===== config.mk =====
export PLATFORM = sky130hd
export DESIGN_NAME = time_set_editor
export DESIGN_NICKNAME = d
export VERILOG_FILES = /design/src/rtl/time_set_editor_pkg.sv /design/src/rtl/time_set_editor_bcd_digit_step.sv /design/src/rtl/time_set_editor.sv
export SDC_FILE = /design/constraint.sdc
export NUM_CORES = 1
export LEC_CHECK = 0
export CAP_MARGIN = 25
export CORE_MARGIN = 2
export CORE_UTILIZATION = 48
export DETAILED_ROUTE_END_ITERATION = 10
export HOLD_SLACK_MARGIN = 0.15
export PLACE_DENSITY = 0.74
export SLEW_MARGIN = 20
export SYNTH_ARGS = -nofsm -noshare
export SYNTH_HDL_FRONTEND = slang
export SYNTH_SLANG_ARGS = --single-unit

===== constraint.sdc =====
create_clock -name clk -period 4.14 [get_ports clk]
set_input_delay 1.035 -clock clk [delete_from_list [all_inputs] [get_ports clk]]
set_output_delay 1.035 -clock clk [all_outputs]
set_load 0.05 [all_outputs]

===== src/rtl/time_set_editor_pkg.sv =====
// Shared definitions for the time-set editor: FSM state encoding, special display
// digit codes, cursor constants, per-position digit limits and cursor/display helpers.
package time_set_editor_pkg;

  typedef enum logic [1:0] {
    StShow,
    StEdit,
    StCommit
  } state_e;

  localparam logic [3:0] DIGIT_BLANK = 4'ha;
  localparam logic [3:0] DIGIT_DASH  = 4'hb;

  localparam logic [4:0] CURSOR_NONE = 5'd8;
  localparam logic [4:0] CURSOR_HOME = 5'd7;

  // Upper bound of each editable digit; H0 drops to LIMIT_H0_20 when H1 is 2.
  localparam logic [3:0] LIMIT_H1    = 4'd2;
  localparam logic [3:0] LIMIT_H0    = 4'd9;
  localparam logic [3:0] LIMIT_H0_20 = 4'd3;
  localparam logic [3:0] LIMIT_M1    = 4'd5;
  localparam logic [3:0] LIMIT_M0    = 4'd9;
  localparam logic [3:0] LIMIT_S1    = 4'd5;
  localparam logic [3:0] LIMIT_S0    = 4'd9;

  // Cursor ring over the editable positions 7,6,4,3,1,0 (dash positions skipped).
  function automatic logic [4:0] cursor_right(input logic [4:0] cur);
    case (cur)
      5'd7:    return 5'd6;
      5'd6:    return 5'd4;
      5'd4:    return 5'd3;
      5'd3:    return 5'd1;
      5'd1:    return 5'd0;
      default: return 5'd7;
    endcase
  endfunction

  function automatic logic [4:0] cursor_left(input logic [4:0] cur);
    case (cur)
      5'd0:    return 5'd1;
      5'd1:    return 5'd3;
      5'd3:    return 5'd4;
      5'd4:    return 5'd6;
      5'd6:    return 5'd7;
      default: return 5'd0;
    endcase
  endfunction

  // {H1,H0,M1,M0,S1,S0} -> H1 H0 - M1 M0 - S1 S0
  function automatic logic [31:0] fmt_display(input logic [23:0] t);
    return {t[23:16], DIGIT_DASH, t[15:8], DIGIT_DASH, t[7:0]};
  endfunction

endpackage


===== src/rtl/time_set_editor_bcd_digit_step.sv =====
// bcd_digit_step: combinational single-digit stepper with wrap-around.
// Ports: digit/limit (current value and its maximum), inc/dec (step requests),
// next (stepped digit; unchanged when neither or both requests are set).
module bcd_digit_step (
  input  logic [3:0] digit,
  input  logic [3:0] limit,
  input  logic       inc,
  input  logic       dec,
  output logic [3:0] next
);

  always_comb begin
    next = digit;
    if (inc && !dec) begin
      next = (digit >= limit) ? 4'd0 : digit + 4'd1;
    end else if (dec && !inc) begin
      next = (digit == 4'd0) ? limit : digit - 4'd1;
    end
  end

endmodule


===== src/rtl/time_set_editor.sv =====
// time_set_editor: cursor-driven HH-MM-SS editor feeding the display scanner.
// SHOW mirrors time_in; EDIT steps a shadow copy digit by digit; COMMIT pulses load
// for one cycle with time_out = shadow.
// Ports: clk, reset (async, active low), btn_mode/left/right/inc/dec (1-cycle pulses),
// time_in (BCD {H1,H0,M1,M0,S1,S0}), disp_string (8 display nibbles, digit 7 in
// [31:28]), count_8 (cursor index, 8 = none), edit, load, time_out (committed time).
// Build option: define EDIT_TIMEOUT_EN to abort EDIT after TIMEOUT_CYCLES idle cycles.
module time_set_editor
  import time_set_editor_pkg::*;
#(
  parameter logic [31:0] TIMEOUT_CYCLES = 32'd500_000_000
) (
  input  logic        clk,
  input  logic        reset,
  input  logic        btn_mode,
  input  logic        btn_left,
  input  logic        btn_right,
  input  logic        btn_inc,
  input  logic        btn_dec,
  input  logic [23:0] time_in,
  output logic [31:0] disp_string,
  output logic [4:0]  count_8,
  output logic        edit,
  output logic        load,
  output logic [23:0] time_out
);

  state_e      state_q, state_d;
  logic [23:0] shadow_q, shadow_d;
  logic [4:0]  cursor_q, cursor_d;
  logic [31:0] string_q, string_d;
  logic [4:0]  count_q, count_d;
  logic        edit_q, edit_d;
  logic        load_q, load_d;
  logic [23:0] time_out_q, time_out_d;

  logic [2:0]  slot;        // nibble index in shadow, 5 = H1 ... 0 = S0
  logic [3:0]  cur_digit;
  logic [3:0]  cur_limit;
  logic [3:0]  stepped;

  always_comb begin
    case (cursor_q)
      5'd7:    slot = 3'd5;
      5'd6:    slot = 3'd4;
      5'd4:    slot = 3'd3;
      5'd3:    slot = 3'd2;
      5'd1:    slot = 3'd1;
      default: slot = 3'd0;
    endcase
  end

  assign cur_digit = shadow_q[{slot, 2'b00} +: 4];

  always_comb begin
    case (slot)
      3'd5:    cur_limit = LIMIT_H1;
      3'd4:    cur_limit = (shadow_q[23:20] == LIMIT_H1) ? LIMIT_H0_20 : LIMIT_H0;
      3'd3:    cur_limit = LIMIT_M1;
      3'd2:    cur_limit = LIMIT_M0;
      3'd1:    cur_limit = LIMIT_S1;
      default: cur_limit = LIMIT_S0;
    endcase
  end

  bcd_digit_step u_step (
    .digit (cur_digit),
    .limit (cur_limit),
    .inc   (btn_inc),
    .dec   (btn_dec),
    .next  (stepped)
  );

`ifdef EDIT_TIMEOUT_EN
  logic [31:0] idle_q, idle_d;
  logic        any_btn;

  assign any_btn = btn_mode | btn_left | btn_right | btn_inc | btn_dec;

  always_comb begin
    idle_d = '0;
    if (state_q == StEdit && !any_btn) idle_d = idle_q + 32'd1;
  end

  always_ff @(posedge clk or negedge reset) begin
    if (!reset) idle_q <= '0;
    else        idle_q <= idle_d;
  end
`else
  logic unused_timeout;
  assign unused_timeout = ^TIMEOUT_CYCLES;
`endif

  always_comb begin
    state_d  = state_q;
    shadow_d = shadow_q;
    cursor_d = cursor_q;
    unique case (state_q)
      StShow: begin
        if (btn_mode) begin
          state_d  = StEdit;
          shadow_d = time_in;
          cursor_d = CURSOR_HOME;
        end
      end
      StEdit: begin
        if (btn_mode) begin
          state_d = StCommit;
        end else if (btn_left || btn_right) begin
          // Both directions at once cancel out.
          if (btn_left ^ btn_right) begin
            cursor_d = btn_right ? cursor_right(cursor_q) : cursor_left(cursor_q);
          end
        end else if (btn_inc ^ btn_dec) begin
          shadow_d[{slot, 2'b00} +: 4] = stepped;
          // Raising H1 to 2 may leave H0 out of range.
          if (shadow_d[23:20] == LIMIT_H1 && shadow_d[19:16] > LIMIT_H0_20) begin
            shadow_d[19:16] = LIMIT_H0_20;
          end
        end
`ifdef EDIT_TIMEOUT_EN
        else if (!(btn_inc || btn_dec) && idle_q == TIMEOUT_CYCLES - 32'd1) begin
          state_d = StShow;
        end
`endif
      end
      StCommit: state_d = StShow;
      default:  state_d = StShow;
    endcase
  end

  // Outputs are registered from next-state values so a pulse shows up one cycle later.
  always_comb begin
    string_d   = fmt_display(time_in);
    count_d    = CURSOR_NONE;
    edit_d     = 1'b0;
    load_d     = 1'b0;
    time_out_d = time_out_q;
    unique case (state_d)
      StShow: ;
      StEdit: begin
        string_d = fmt_display(shadow_d);
        count_d  = cursor_d;
        edit_d   = 1'b1;
      end
      StCommit: begin
        string_d   = fmt_display(shadow_d);
        load_d     = 1'b1;
        time_out_d = shadow_d;
      end
      default: ;
    endcase
  end

  always_ff @(posedge clk or negedge reset) begin
    if (!reset) begin
      state_q    <= StShow;
      shadow_q   <= '0;
      cursor_q   <= CURSOR_HOME;
      string_q   <= {8{DIGIT_BLANK}};
      count_q    <= CURSOR_NONE;
      edit_q     <= 1'b0;
      load_q     <= 1'b0;
      time_out_q <= '0;
    end else begin
      state_q    <= state_d;
      shadow_q   <= shadow_d;
      cursor_q   <= cursor_d;
      string_q   <= string_d;
      count_q    <= count_d;
      edit_q     <= edit_d;
      load_q     <= load_d;
      time_out_q <= time_out_d;
    end
  end

  assign disp_string = string_q;
  assign count_8     = count_q;
  assign edit        = edit_q;
  assign load        = load_q;
  assign time_out    = time_out_q;

endmodule


# --- Word level (Yosys, flattened, before mapping) ---
# Index checks and enable logic that the tools add are counted.
op_classes:
  n_reduce_logical: 11
  magnitude_cmp: 2
  bitwise_logic: 2
  eq_ne: 14
  n_addsub: 3
  n_mux: 29
  n_shift: 3
op_table:
  columns: ["operator", "n"]
  rows:
  - ["$mux W24", 4]
  - ["$pmux W24 S2", 1]
  - ["$pmux W3 S5", 3]
  - ["$mux W32", 1]
  - ["$mux W5", 6]
  - ["$bwmux W24", 1]
  - ["$mux W4", 6]
  - ["$shift A4 B7 Y24 const A", 1]
  - ["$shiftx A24 B6 Y4", 1]
  - ["$shiftx A4 B7 Y24", 1]
  - ["$eq A5 B3 Y1 const B", 3]
  - ["$pmux W4 S3", 1]
  - ["$pmux W5 S2", 1]
  - ["$eq A4 B2 Y1 const B", 2]
  - ["$neg A5 Y7", 1]
  - ["$eq A3 B3 Y1 const B", 2]
  - ["$eq A5 B1 Y1 const B", 1]
  - ["$eq A5 B2 Y1 const B", 1]
  - ["$logic_not A5 Y1", 1]
  - ["$add A4 B1 Y4 const B", 1]
  - ["$eq A2 B1 Y1 const B", 2]
  - ["$ge A4 B4 Y1", 1]
  - ["$gt A4 B2 Y1 const B", 1]
  - ["$logic_not A4 Y1", 1]
  - ["13 further kinds", 20]
word_totals:
  out_inout_bits: 63
  reg_bits: 94

# --- Longest topological paths before layout ---
depth:
  ltp_word: 18
  depth_mapped: 22
  ltp_nobuf: 20

# --- By module ---
# From an unflattened synthesis, not the netlist that was laid out.
unflattened:
  cells_unflattened: 514
  area_unflattened_um2: 5200.0
modules_own_cells:
  columns: ["mod", "instances", "seq_area_each_um2", "cells_each", "area_each_um2"]
  rows:
  - ["time_set_editor", 1, 2197.1, 463, 4797.1]
  - ["bcd_digit_step", 1, 0.0, 51, 402.9]

# --- Worst setup path before layout ---
# No wires, ideal clock.
synth_path:
  path_kind: "reg2reg"
  start: "register cursor_q[0]"
  end: "register time_out_q[16] (netlist: time_out[16])"
  setup_slack_ns: -0.337
  synth_period_minus_slack_ns: 4.477
  stages_incl_launch_ff: 20
  setup_ns: 0.125
  path_buffers: 2
  arrival_ns: 4.352
  cell_sequence: "dfstp_2 > buf_6 > buf_4 > nor3b_2 > a22o_2 > inv_1 > ha_1 > ha_1 > or2_2 > ha_1 > nand2b_1 > a211oi_1 > o21a_1 > a221oi_2 > mux2i_1 > nor3_1 > a31oi_2 > o31ai_4 > a2bb2oi_2 > mux2_2"
synth_via:
  elab_chain_len: 17
synth_lines:
  columns: ["element", "line", "text"]
  rows:
  - ["from (decl)", "time_set_editor.sv:30", "logic [4:0] cursor_q, cursor_d;"]
  - ["from (signal assigned)", "time_set_editor.sv:168", "cursor_q <= cursor_d;"]
  - ["$eq A5 B1 Y1 (tied with other cells)", "time_set_editor.sv:43", "case (cursor_q)"]
  - ["$pmux W3 S5 *", "time_set_editor.sv:43", null]
  - ["parallel branches: the longest is 7 deep, another holds $sub A4 B1 Y4", null, null]
  - ["$bwmux W24 *", "time_set_editor.sv:115", "shadow_d[{slot, 2'b00} +: 4] = stepped;"]
  - ["$gt A4 B2 Y1 / $eq A4 B2 Y1 (equally long branches)", "time_set_editor.sv:117", "if (shadow_d[23:20] == LIMIT_H1 && shadow_d[19:16] > LIMIT_H0_20) begin"]
  - ["$logic_and A1 B1 Y1", "time_set_editor.sv:117", null]
  - ["$mux W4 *", "time_set_editor.sv:117", null]
  - ["$mux W24 *", "time_set_editor.sv:114", "end else if (btn_inc ^ btn_dec) begin"]
  - ["$mux W24 *", "time_set_editor.sv:109", "end else if (btn_left || btn_right) begin"]
  - ["$mux W24 *", "time_set_editor.sv:107", "if (btn_mode) begin"]
  - ["$pmux W24 S2 *", "time_set_editor.sv:98", "unique case (state_q)"]
  - ["via shadow_d[16]", "time_set_editor.sv:29", "logic [23:0] shadow_q, shadow_d;"]
  - ["to (signal assigned)", "time_set_editor.sv:173", "time_out_q <= time_out_d;"]
  - ["to (decl)", "time_set_editor.sv:35", "logic [23:0] time_out_q, time_out_d;"]
# Mark *: on every way through the listed nets, which the timed path passes.
# A chain may end at the register's enable or synchronous reset.

# --- Worst setup path in the final report ---
layout_path:
  start: "register cursor_q[2]"
  end: "register time_out_q[18] (netlist: time_out[18])"
# Same word-level chain as after synthesis.

==> results.sh <==
export IMPL_status="completed"
export IMPL_yosysTopAreaCell="dfrtp_1"
export IMPL_grt_pass1_vias=4826
export IMPL_synth_seq_cells=87
export IMPL_place_inst=783
export IMPL_worstPathArrival_ps=4440
export IMPL_ctsHoldBuffers=0
export IMPL_drcViolationCount=0
export IMPL_netlist_cell_type_count=77
export IMPL_syn_area_um2=5310
export IMPL_cp_max_fo=6
export IMPL_crit_type="reg2reg"
export IMPL_critPathLaunchType="flop"
export IMPL_setup_violations=0
export IMPL_fin_setup_tns_ps=0
export IMPL_drv_slew=0
export IMPL_core_area_um2=10800
export IMPL_place_area_um2=6700
export IMPL_wl_met1_mm=7.15
export IMPL_crit_slowest_cell="dfstp_2"
export IMPL_finalCriticalPeriod_ps=4130
export IMPL_diodes=0
export IMPL_layout_drive_gt1_share_pct=33.2
export IMPL_max_cap_viol_count=0
export IMPL_cts_sinks=87
export IMPL_post_route_period_util_pct=99.7
export IMPL_drt_initial_drc_count=346
export IMPL_finalNonFillerCells=823
export IMPL_final_area_um2=7380
export IMPL_grt_pass1_wl_mm=25.0
export IMPL_power_density_nw_per_um2=878
export IMPL_worstSetupEndpoint="time_out[18]"
export IMPL_pin_count=94
export IMPL_cp_required_ps=4460
export IMPL_synthArstFlopShare_pct=100
export IMPL_highest_layer="met4"
export IMPL_rsz0062_at_grt="yes"
export IMPL_ctsLongestPathBuffers=2
export IMPL_netlist_top_cells_count="71 x dfrtp_1, 45 x mux2_2, 44 x nand2_1"
export IMPL_synth_edff_count=0
export IMPL_fmax_mhz=242
export IMPL_die_area_um2=11900
export IMPL_die_h_um=109
export IMPL_wl_per_cell_um=19.5
export IMPL_reg2reg_depth=19
export IMPL_syn_avg_cell_area_um2=10.1
export IMPL_cp_slowest_stage_delay_ps=610
export IMPL_synth_flop_cell="dfrtp_1"
export IMPL_grtUsageTotal_pct=27.7
export IMPL_power_mw=6.48
export IMPL_r2r_setup_slack_ps=10
export IMPL_hold_class="reg2reg"
export IMPL_grt_ovfl_total=0
export IMPL_met3_length_um=917
export IMPL_areaGrowthSynthToFinish_pct=39.1
export IMPL_cp_startpoint="cursor_q[2]"
export IMPL_row_count=38
export IMPL_wl_met2_mm=7.73
export IMPL_hpwlAfterDp_mm=11.8
export IMPL_cts_buffers=9
export IMPL_gp_congestion=0.981
export IMPL_leakage_nw=3.05
export IMPL_synth_area_leaders="dfrtp_1 33%, mux2_2 9.5%, dfstp_2 7.9%"
export IMPL_grt_max_degree=85
export IMPL_worst_pin_slew_ps=732
export IMPL_cts_root_buf="clkbuf_8"
export IMPL_antenna_left=0
export IMPL_cts_tree="done"
export IMPL_antenna_found_initial=0
export IMPL_drt_first_pass_iters=5
export IMPL_crit_chain="buf_6 -> nor3b_4 -> a22o_4 -> buf_6 -> ha_4 -> nor2_4 -> a21oi_1 -> or2_4 -> ha_4 -> nand2b_4 -> a211oi_4 -> o211a_1 -> a311o_1 -> or3_1 -> o41a_4 -> a31oi_4 -> o211ai_2 -> o221ai_2 -> mux2_4"
export IMPL_nNetsFinal=726
export IMPL_syn_inst=525
export IMPL_initial_core_util_pct=49.2
export IMPL_cts_max_level=3
export IMPL_worstSkewPairLatency_ps=370
export IMPL_clkTransAtPathRegs_ps=90
export IMPL_post_route_util_pct=68.4
export IMPL_reg2reg_from="cursor_q[2]"
export IMPL_die_x_um=109
export IMPL_max_slew_margin_pct=51.2
export IMPL_ys_warnings_count=0
export IMPL_via_count=4857
export IMPL_hold_viol=0
export IMPL_seq_area_frac_synth_pct=41.4
export IMPL_io_buffers=87
export IMPL_skew_ps=12.0
export IMPL_synth_most_common_cell="dfrtp_1"
export IMPL_wl_mm=16.1
export IMPL_peakVddDrop_mv=0.625
export IMPL_synth_top_area_share_pct=33.5
export IMPL_end_kind="flop"
export IMPL_viasPerCell=5.90
export IMPL_regToRegEndpoint="time_out[18]"
==> per-layer routing <==
layer  vias up  track usage (%)
met2       167             43.9
met1      2423             37.6
li1       2245                -
met3        22             5.32
met4         0             10.1
met5         -                0
==> cells in the final DEF (no fill, tap or decap), types with 6 or more instances in the layout <==
cell type and count:
nand2_1 43, nand3b_1 6, ha_4 8, o211ai_1 6, nor2b_1 14, mux2i_1 7, dfrtp_1 70, buf_4 77
a221oi_1 6, dfstp_2 16, nor2_1 34, conb_1 7, inv_1 9, buf_6 6, mux2_4 6, o22a_1 14
o21ai_0 14, a21oi_1 23, nand3_1 8, clkbuf_8 10, clkdlybuf4s50_1 86, inv_2 6, and2_1 8, mux2_2 40
o22ai_1 18, ha_1 9, nand2b_1 6, o31ai_1 8
==> kinds of logic (layout without fill, tap and decap cells) <==
family | count (synthesis) | count (layout) | synth area share, %
AND/OR/NAND/NOR | 166 | 166 | 17.0
buffers and inverters | 53 | 206 | 5.00
other | 2 | 7 | 0.141
AO/OA/AOI/OAI | 143 | 143 | 20.6
adder cells (fa/ha/maj) | 17 | 17 | 4.01
XOR/XNOR | 3 | 3 | 0.495
flip-flops | 87 | 87 | 41.4
multiplexers | 54 | 54 | 11.3
==> where the power goes <==
group / leakage (nW) / internal [mW] / switching (mW)
sequential: 0.985 / 1.26 / 0.290
combinational: 1.95 / 1.79 / 2.47
clock: 0.113 / 0.359 / 0.311
total: 3.05 / 3.41 / 3.07
==> stage by stage <==
stage / setup WS (ps) / hold slack, ps
after global routing: -112 / 538
final: 13.2 / 514
after CTS: -28.9 / 520
after detailed placement: -191 / 497
after floorplan: -15.3 / 530
after global placement: -74.3 / 491
==> critical path, delay by kind of cell (launching register included) <==
| family | cells | cell delay, ps |
|---|---|---|
| AOI/OAI and AO/OA | 9 | 1760 |
| adders and majority gates | 2 | 420 |
| and+or+nand+nor | 5 | 800 |
| buffers and inverters | 2 | 250 |
| muxes | 1 | 200 |
| DFF | 1 | 610 |
==> registers in the layout, summed over array words and instances, names as in the netlist <==
| name | cells |
|---|---|
| count_8 | 5 |
| cursor_q | 5 |
| disp_string | 25 |
| edit | 1 |
| load | 1 |
| shadow_q | 24 |
| state_q | 2 |
| time_out | 24 |
==> how the worst min path moves through the flow <==
stage / startpoint / endpoint / slack [ps] / cells after the start
floorplan: shadow_q[19] / shadow_q[19] / 530 / 2
global placement: time_out[12] / time_out[12] / 490 / 1
detailed placement: time_out[20] / time_out[20] / 500 / 1
CTS: time_out[15] / time_out[15] / 520 / 1
global route: time_out[7] / time_out[7] / 540 / 1
finish: time_out[12] / time_out[12] / 510 / 1
==> area by class of cell <==
class	count	area, µm²
fillers	847	3410
flip-flops and latches	87	2200
clock buffers	10	138
inverters	18	67.6
repair buffers	172	1550
clock inverters	6	90.1
multi-input cells	390	3160
well taps	140	175
==> timing repair <==
action,CTS,global route
hold endpoints to repair,0,0
endpoints found under the setup margin,28,49
pin swaps,9,13
setup buffers,15,9
gates resized for setup,26,25
Note: power is estimated with default switching activity, not from simulation.
==> RTL change, RTL diff (config.mk and constraints unchanged) <==
The option `EDIT_TIMEOUT_EN` is turned on by a define.
--- a/src/rtl/time_set_editor.sv
+++ b/src/rtl/time_set_editor.sv
@@ -5,6 +5,8 @@
 // time_in (BCD {H1,H0,M1,M0,S1,S0}), disp_string (8 display nibbles, digit 7 in
 // [31:28]), count_8 (cursor index, 8 = none), edit, load, time_out (committed time).
 // Build option: define EDIT_TIMEOUT_EN to abort EDIT after TIMEOUT_CYCLES idle cycles.
+`define EDIT_TIMEOUT_EN
+
 module time_set_editor
   import time_set_editor_pkg::*;
 #(
Check against the original RTL: no difference found for any inputs over 4 cycles, from zero or initial values and one cycle with reset low; that may be too few to reach the edited logic, so the function may still have changed.
==> RTL change against the original RTL <==
- the flow now finishes with violations (negative setup slack)
- routed wire length grew 32%
- synthesized area grew 25%
- final cell count grew 28%
- worst setup slack lost 0.11 ns
- final area grew 24%
- power grew 23%
- sequential cell count grew 32
- critical endpoint is now time_out[19]
- die area grew 24%
==> RTL change: results (changes against the original RTL) <==
- Crit path setup slack, layout: -0.09794 ns (-0.1112 ns)
- Worst slew margin: 0.3462 (-0.1658)
- Drt first-iter violations: 462 (+34%)
- Compound-Gate Fraction of Synth Area: 0.1807 (-0.02509)
- TNS Setup: -0.6402 ns (-0.6402 ns)
- Layout Nets: 914 (+26%)
- Placer Congestion: 1.003 (+2.2%)
- Failing checks: negative setup slack
- Crit path max-delay cell type: or4_4
- Critical path's largest stage delay: 0.55 ns (-0.06 ns)
- Syn Inst Count: 705 (+34%)
- Hpwl dp: 15.44 mm (+31%)
- P_leak: 3.825 nW (+25%)
- DP Worst Slack: -0.2161 ns (-0.02557 ns)
- Synth top area cells: dfrtp_1 39%, dfstp_2 6.3%, mux2_2 4.7%
- Sequential fraction of the synthesis area: 0.4505 (+0.03659)
- DP Cell Count: 1017 (+30%)
- Yosys cell types: 82 (+6.5%)
- Share of cells above drive strength 1: 0.2657 (-0.06668)
- Worst Skew: 0.008409 ns (-0.003566 ns)
- Fin cells: 1057 (+28%)
- Clock slew at reported path FFs: 0.06 ns (-0.03 ns)
- Commonest cells post-synth: 103 x dfrtp_1, 78 x nor2_1, 67 x nand2_1
- Dpl cell area: 8214 um2 (+23%)
- Root Driver: clkbuf_16
- Critical Path AT: 4.52 ns (+0.08 ns)
- Area Overhead vs Synth: 37.81%
- Fin Hold WS: 0.4672 ns (-0.04670 ns)
- Setup bufs post-CTS: 3 (-12)
- Status: complete, but fails checks
- Post-synthesis xor/xnor area fraction: 0.03291 (+0.02796)
- Gr usage total: 0.2929 (+0.01632)
- P_sw: 3.571 mW (+16%)
- Number of global-route vias before repair: 6149 (+27%)
- Peak supply drop: 605.9 uV (-3.1%)
- Mux cell area share after synthesis: 0.05039 (-0.06300)
- CTS buffer count: 17 (+8)
- Largest net degree at the start of global routing: 65 (-24%)
- Setup violations, final: 16 (+16)
- Drt wl/cell: 20.06 um (+2.7%)
## RTL change: cell types whose count changed after synthesis, moves of 12 or more
cell,delta
mux2_2,-17
xor2_1,+14
nor2b_1,-12
nor2_1,+42
nand3_1,+15
dfrtp_1,+32
o21ai_0,+26
inv_1,+12
nand2_1,+23
a22oi_1,+16
## RTL change: kinds of logic after synthesis
family          count (synthesis)
compound gates                176
xor+xnor                       25
fa+ha+maj                      19
buf+inv                        66
flops                         119
mux                            30
other cells                     2
simple gates                  268
## RTL change: area by class of cell
class,instances,area share
Multi-Input combinational cell,525,0.4016
Sequential cell,119,0.3269
Timing Repair Buffer,171,0.1700
Clock buffer,20,0.04762
Tap cell,180,0.02456
Clock inverter,12,0.01678
Inverter,30,0.01255
## RTL change: power by group through the flow
| stage | Clock (mW) | Combinational (mW) | Sequential, mW |
|---|---|---|---|
| floorplan | 0 | 1.71 | 2.60 |
| global placement | 0 | 4.00 | 1.87 |
| detailed placement | 0 | 4.03 | 1.87 |
| CTS | 1.50 | 4.17 | 1.86 |
| global route | 1.55 | 4.92 | 1.91 |
| finish | 1.48 | 4.64 | 1.88 |
## RTL change: routing by layer
metal | GRT usage | share of wire | vias up
li1 | - | - | 2861
met1 | 0.3950 | 0.43 | 3085
met2 | 0.4738 | 0.49 | 256
met3 | 0.04728 | 0.057 | 38
met4 | 0.1171 | 0.020 | 0
met5 | 0 | 0 | -
## RTL change: worst min path at each step
stage | startpoint | endpoint
after global placement | idle_q[0] | idle_q[0]
final | idle_q[0] | idle_q[0]
after detailed placement | idle_q[0] | idle_q[0]
after CTS | idle_q[0] | idle_q[0]
after global routing | idle_q[0] | idle_q[0]
after floorplan | idle_q[0] | idle_q[0]
